<file path="config.mk">
export PLATFORM = sky130hd
export DESIGN_NAME = pipeline_controller
export DESIGN_NICKNAME = d
export VERILOG_FILES = /design/src/rtl/pipeline_ctrl_pkg.sv /design/src/rtl/cmd_arg_shifter.sv /design/src/rtl/pipeline_controller.sv
export SDC_FILE = /design/constraint.sdc
export NUM_CORES = 1
export LEC_CHECK = 0
export BUFFER_PORTS_ARGS = -buffer_cell sky130_fd_sc_hd__buf_2
export CAP_MARGIN = 10
export CORE_MARGIN = 2
export CORE_UTILIZATION = 55
export CTS_CLUSTER_DIAMETER = 150
export DETAILED_ROUTE_END_ITERATION = 8
export PLACE_DENSITY = 0.79
export SYNTH_ARGS = -nofsm -noshare
export SYNTH_HDL_FRONTEND = slang
export SYNTH_HIERARCHICAL = 1
export SYNTH_SLANG_ARGS = --single-unit
</file>
<file path="constraint.sdc">
create_clock -name clk -period 7 [get_ports clk]
set_input_delay 0.35 -clock clk [delete_from_list [all_inputs] [get_ports clk]]
set_output_delay 0.35 -clock clk [all_outputs]
set_load 0.03 [all_outputs]
</file>
<file path="src/rtl/pipeline_ctrl_pkg.sv">
// Shared definitions for the pipeline command controller: opcodes, FSM state
// encoding, strobe slots and per-opcode argument byte counts.
package pipeline_ctrl_pkg;

    localparam logic [7:0] OP_NOP         = 8'h00;
    localparam logic [7:0] OP_WRITE_INSTR = 8'h01;
    localparam logic [7:0] OP_WRITE_REG   = 8'h02;
    localparam logic [7:0] OP_UPDATE_REG  = 8'h03;
    localparam logic [7:0] OP_ALLOC_DELAY = 8'h04;

    localparam int CNT_W = 8;

    localparam int STB_INSTR  = 0;
    localparam int STB_REG    = 1;
    localparam int STB_UPDATE = 2;
    localparam int STB_ALLOC  = 3;

    typedef enum logic [1:0] {
        S_IDLE      = 2'd0,
        S_ARGS      = 2'd1,
        S_WAIT_PIPE = 2'd2,
        S_ISSUE     = 2'd3
    } state_e;

    function automatic logic [CNT_W-1:0] arg_count(input logic [7:0] op,
                                                   input int instr_bytes,
                                                   input int data_bytes);
        case (op)
            OP_WRITE_INSTR: arg_count = CNT_W'(instr_bytes + 1);
            OP_WRITE_REG,
            OP_UPDATE_REG:  arg_count = CNT_W'(data_bytes + 2);
            OP_ALLOC_DELAY: arg_count = CNT_W'(data_bytes);
            default:        arg_count = '0;
        endcase
    endfunction

    function automatic logic [3:0] strobe_for(input logic [7:0] op);
        strobe_for = '0;
        case (op)
            OP_WRITE_INSTR: strobe_for[STB_INSTR]  = 1'b1;
            OP_WRITE_REG:   strobe_for[STB_REG]    = 1'b1;
            OP_UPDATE_REG:  strobe_for[STB_UPDATE] = 1'b1;
            OP_ALLOC_DELAY: strobe_for[STB_ALLOC]  = 1'b1;
            default:        strobe_for = '0;
        endcase
    endfunction

endpackage

</file>
<file path="src/rtl/cmd_arg_shifter.sv">
// Argument collector: shifts accepted bytes in MSB-first and counts down the
// bytes still expected; last_o flags that the argument list is complete.
module cmd_arg_shifter
    import pipeline_ctrl_pkg::*;
#(
    parameter int SR_W = 40
) (
    input  logic             clk,
    input  logic             reset,
    input  logic             load_i,
    input  logic             shift_i,
    input  logic [CNT_W-1:0] count_i,
    input  logic [7:0]       byte_i,
    output logic             last_o,
    output logic [SR_W-1:0]  args_o
);

    logic [CNT_W-1:0] cnt_q, cnt_d;
    logic [SR_W-1:0]  sr_q, sr_d;

    always_comb begin
        cnt_d = cnt_q;
        sr_d  = sr_q;
        if (load_i) begin
            cnt_d = count_i;
            sr_d  = '0;
        end else if (shift_i && (cnt_q != '0)) begin
            cnt_d = cnt_q - CNT_W'(1);
            sr_d  = {sr_q[SR_W-9:0], byte_i};
        end
    end

    always_ff @(posedge clk) begin
        if (reset) begin
            cnt_q <= '0;
            sr_q  <= '0;
        end else begin
            cnt_q <= cnt_d;
            sr_q  <= sr_d;
        end
    end

    assign last_o = (cnt_q == '0);
    assign args_o = sr_q;

endmodule

</file>
<file path="src/rtl/pipeline_controller.sv">
// Byte-stream command decoder that validates block/register commands, waits
// for an idle pipeline, then issues a single-cycle command strobe.
module pipeline_controller
    import pipeline_ctrl_pkg::*;
#(
    parameter int n_blocks          = 2,
    parameter int data_width        = 16,
    parameter int instr_width       = 32,
    parameter int reg_addr_width    = 4,
    parameter int n_block_registers = 16,
    localparam int BLK_W            = (n_blocks > 1) ? $clog2(n_blocks) : 1
) (
    input  logic                      clk,
    input  logic                      reset,
    input  logic [7:0]                in_byte,
    input  logic                      in_valid,
    output logic                      in_ready,
    input  logic                      pipe_ready,
    output logic [BLK_W-1:0]          block_target,
    output logic [reg_addr_width-1:0] reg_target,
    output logic [instr_width-1:0]    instr_val,
    output logic [data_width-1:0]     ctrl_data,
    output logic                      instr_write,
    output logic                      reg_write,
    output logic                      reg_update,
    output logic                      alloc_sram_delay,
    output logic                      invalid_command,
    output logic                      busy
);

    localparam int DATA_BYTES  = data_width / 8;
    localparam int INSTR_BYTES = instr_width / 8;
    localparam int SR_BYTES    = (INSTR_BYTES + 1 > DATA_BYTES + 2) ? INSTR_BYTES + 1
                                                                     : DATA_BYTES + 2;
    localparam int SR_W        = 8 * SR_BYTES;

    state_e                    state_q, state_d;
    logic [7:0]                opcode_q, opcode_d;
    logic [BLK_W-1:0]          block_q, block_d;
    logic [reg_addr_width-1:0] regad_q, regad_d;
    logic [instr_width-1:0]    instr_q, instr_d;
    logic [data_width-1:0]     data_q, data_d;
    logic [3:0]                strobe_q, strobe_d;
    logic                      invalid_q, invalid_d;

    logic            load, shift, last, accept, cmd_bad;
    logic [SR_W-1:0] args;
    logic [7:0]      blk_byte, reg_byte;

    cmd_arg_shifter #(.SR_W(SR_W)) u_shifter (
        .clk     (clk),
        .reset   (reset),
        .load_i  (load),
        .shift_i (shift),
        .count_i (arg_count(in_byte, INSTR_BYTES, DATA_BYTES)),
        .byte_i  (in_byte),
        .last_o  (last),
        .args_o  (args)
    );

    // The cycle after the final argument byte is spent validating, so bytes are held off.
    assign in_ready = (state_q == S_IDLE) || ((state_q == S_ARGS) && !last);
    assign accept   = in_valid && in_ready;

    always_comb begin
        blk_byte = '0;
        reg_byte = '0;
        case (opcode_q)
            OP_WRITE_INSTR: blk_byte = args[instr_width +: 8];
            OP_WRITE_REG,
            OP_UPDATE_REG: begin
                blk_byte = args[data_width + 8 +: 8];
                reg_byte = args[data_width +: 8];
            end
            default: ;
        endcase
    end

    assign cmd_bad = ({24'd0, blk_byte} >= 32'(n_blocks)) ||
                     ({24'd0, reg_byte} >= 32'(n_block_registers));

    always_comb begin
        state_d   = state_q;
        opcode_d  = opcode_q;
        block_d   = block_q;
        regad_d   = regad_q;
        instr_d   = instr_q;
        data_d    = data_q;
        strobe_d  = '0;
        invalid_d = 1'b0;
        load      = 1'b0;
        shift     = 1'b0;
        case (state_q)
            S_IDLE: begin
                if (accept && (in_byte != OP_NOP)) begin
                    if (in_byte <= OP_ALLOC_DELAY) begin
                        opcode_d = in_byte;
                        load     = 1'b1;
                        state_d  = S_ARGS;
                    end else begin
                        invalid_d = 1'b1;
                    end
                end
            end
            S_ARGS: begin
                if (last) begin
                    if (cmd_bad) begin
                        invalid_d = 1'b1;
                        state_d   = S_IDLE;
                    end else begin
                        state_d = S_WAIT_PIPE;
                        case (opcode_q)
                            OP_WRITE_INSTR: begin
                                block_d = blk_byte[BLK_W-1:0];
                                instr_d = args[instr_width-1:0];
                            end
                            OP_WRITE_REG,
                            OP_UPDATE_REG: begin
                                block_d = blk_byte[BLK_W-1:0];
                                regad_d = reg_byte[reg_addr_width-1:0];
                                data_d  = args[data_width-1:0];
                            end
                            OP_ALLOC_DELAY: data_d = args[data_width-1:0];
                            default: ;
                        endcase
                    end
                end else if (accept) begin
                    shift = 1'b1;
                end
            end
            S_WAIT_PIPE: begin
                if (pipe_ready) begin
                    strobe_d = strobe_for(opcode_q);
                    state_d  = S_ISSUE;
                end
            end
            S_ISSUE: state_d = S_IDLE;
            default: state_d = S_IDLE;
        endcase
    end

    always_ff @(posedge clk) begin
        if (reset) begin
            state_q   <= S_IDLE;
            opcode_q  <= OP_NOP;
            block_q   <= '0;
            regad_q   <= '0;
            instr_q   <= '0;
            data_q    <= '0;
            strobe_q  <= '0;
            invalid_q <= 1'b0;
        end else begin
            state_q   <= state_d;
            opcode_q  <= opcode_d;
            block_q   <= block_d;
            regad_q   <= regad_d;
            instr_q   <= instr_d;
            data_q    <= data_d;
            strobe_q  <= strobe_d;
            invalid_q <= invalid_d;
        end
    end

    assign block_target     = block_q;
    assign reg_target       = regad_q;
    assign instr_val        = instr_q;
    assign ctrl_data        = data_q;
    assign instr_write      = strobe_q[STB_INSTR];
    assign reg_write        = strobe_q[STB_REG];
    assign reg_update       = strobe_q[STB_UPDATE];
    assign alloc_sram_delay = strobe_q[STB_ALLOC];
    assign invalid_command  = invalid_q;
    assign busy             = (state_q != S_IDLE);

endmodule

</file>
==> flow_summary.toml <==
[run_status]
outcome = "finished clean"

[drt]
drtPass1Iterations = 5
drt-total-wl_mm = 11.8
initialDrtViolationCount = 365
drtAntennaViolNets = 0
via_per_inst = 5.83
num_vias = 4308
drcViolationCount = 0
wl_per_cell_um = 16.0

[logic_synthesis]
synth_seq_area_share_pct = 48.0
netlist.area_leader.share_pct = 48.0
synth-edff-count = 0
synth_top_family_by_area = "simple AND/OR/NAND/NOR gates"
ys_top_cells_by_area = "dfxtp_1, a21oi_1, nand2_1, nand2b_1, mux2i_1"
synth_top_area_cell = "dfxtp_1"
synth_compound_area_share_pct = 16.9
yosys-mux-area-fraction_pct = 4.14
ys_types = 63
synthXorXnorAreaFrac_pct = 0.543
synth_area_um2 = 4840
synth_commonest_cells = "dfxtp_1, nand2_1, a21oi_1, nand3_1, nand2b_1"
avgSynthCellArea_um2 = 8.67
synth_cells = 558
synthArstFlopShare_pct = 0
synth-main-ff-cell = "dfxtp_1"
ys_ff_latch = 116
synth_most_common_cell = "dfxtp_1"
yosys_warnings = 6
synthAdderAreaFrac_pct = 0.517
yosys.area_share.simple_pct = 25.5

[global_route]
grt_pass1_vias = 4092
grt_pass1_wl_mm = 19.6
grt_max_degree = 90
antenna_found_initial = 0
grt_overflow_total = 0
grt.total_usage_pct = 25.2

[die]
start_util_pct = 56.0
die_area_um2 = 9560
core_area_um2 = 8640
fp.dieH_um = 97.8
die_w_um = 97.8
ios = 72
core.rowCount = 34

[final_layout]
multiInputGateArea_um2 = 2320
antenna_cells = 0
area_delta_synth_final_pct = 20.3
final_area_um2 = 5820
fill_cells = 686
regArea_um2 = 2320
nets = 632
drive_gt1_share_pct = 21.1

[pwr]
pwr_density_cell_nw_per_um2 = 270
ir_drop_v = 0.000176
p_total_mw = 1.57
p_leak_nw = 2.09

[critical_path]
crit_path_end_kind = "register"
crit_arrival_ps = 3610
path_max_fanout = 7
worstPathRequired_ps = 7390
crit_type = "reg2reg"
critPathLaunchType = "register"

[cts]
cts_sinks = 116
cts_made_buffers = 17
ctsLongestPathBuffers = 2
clkTransAtPathRegs_ps = 60
cts_tree = "built"
clk-insertion-delay-late_ps = 520
hold_buffers = 0
cts_setup_buffers = 0
cts_max_level = 4
postCtsResizedCells = 0
root_buffer = "clkbuf_8"

[timing]
fin_setup_tns_ps = 0
drv_slew = 0
fin_crit_sh_pct = 46.0
fin_hold_ws_ps = 84.5
fin_skew_ps = 11.1
hold_violations = 0
setup_ws_ps = 3780
grt_setup_unrepaired = "false"
min_period_ps = 3220
tightestPinTransition_ps = 931
report.final.setup_viol = 0
max_freq_mhz = 311
slew_headroom_pct = 37.7

[place]
gp_congestion = 0.867
portBuffers = 71
hpwl_mm = 7.38
dp_slack_ps = 3900
place_area_um2 = 5210

[worst_hold_path]
hp-class = "in2reg"

[run]
cap_violations = 0
[cell type report]
type / instances / share of cell area (%)
multi-input combinational: 397 / 39.9
clock buffer: 20 / 7.82
sequential: 116 / 39.9
inverter: 9 / 0.580
tap: 108 / 2.32
clock inverter: 12 / 2.64
timing repair buffer: 77 / 6.88
[worst max-delay path, cell delays in order (launching register included)]
cell	delay, ps
dfxtp_1	380
inv_1	80
ha_1	210
nor4b_4	150
and2_1	250
nor4b_1	690
nor3b_1	470
nand3_1	150
or3_1	320
a311oi_1	390
[kinds of logic (layout without fill, tap and decap cells)]
group,count (synthesis),count (layout)
and+or+nand+nor,227,227
AOI/OAI and AO/OA,140,140
DFF,116,116
buffers and inverters,49,118
muxes,20,20
xor gates and xnor gates,3,3
adders and majority gates,2,2
other,1,5
[metrics by stage]
stage          utilization [%]  cells
3_5_place_dp              60.4    707
5_1_grt                   67.4    739
3_3_place_gp              60.4    707
6_report                  67.4    739
4_1_cts                   67.4    739
2_1_floorplan                -    562
[sequential cells by signal, indices dropped and copies added (netlist names), named ones only]
name,cells
block_target,1
opcode_q,8
ctrl_data,16
invalid_command,1
reg_target,4
u_shifter/cnt_q,8
u_shifter/args_o,40
strobe_q,4
instr_val,32
state_q,1
[placed cells by master (no fill, tap or decap), types with 2 or more instances in the layout]
master / instances
o21bai_1: 2
clkinvlp_4: 3
o21ai_0: 24
dfxtp_1: 116
o32ai_1: 2
clkinv_2: 3
and2_1: 4
buf_4: 6
a211oi_1: 3
ha_1: 2
nor3_1: 7
or3b_2: 3
or2_2: 3
a21oi_1: 82
clkbuf_16: 16
nor4_2: 2
or3_1: 2
bufinv_16: 3
clkinv_4: 3
xnor2_1: 2
nand2b_1: 35
mux2i_1: 20
nor2b_1: 3
a311oi_1: 2
nor4b_1: 2
a221oi_1: 2
o21ai_1: 12
buf_2: 71
nand2_1: 87
conb_1: 5
or4_1: 3
nor2_1: 14
clkbuf_8: 4
and4_1: 2
nand3_1: 39
inv_1: 8
a2111oi_4: 2
nand3b_1: 3
[final timing paths]
check	startpoint	end	slack [ps]	cells past startpoint
setup / recovery	u_shifter/cnt_q[0]	u_shifter/cnt_q[7]	3780	9
hold / removal	in_byte[6]	u_shifter/args_o[6]	80	3
setup reg to reg	u_shifter/cnt_q[0]	u_shifter/cnt_q[7]	3780	9
hold reg to reg	u_shifter/args_o[33]	u_shifter/args_o[33]	460	2
[power by group]
group	internal [mW]	switching, mW	total [mW]
Clock	0.569	0.304	0.874
Sequential	0.662	0.00122	0.663
Combinational	0.0110	0.0238	0.0348
[per-layer routing]
layer | share of wire (%) | track usage, %
met2 | 48 | 40.7
met3 | 7.8 | 6.59
met4 | 1.9 | 9.51
met1 | 42 | 32.8
met5 | 0 | 0
(Power assumes the default switching activity.)
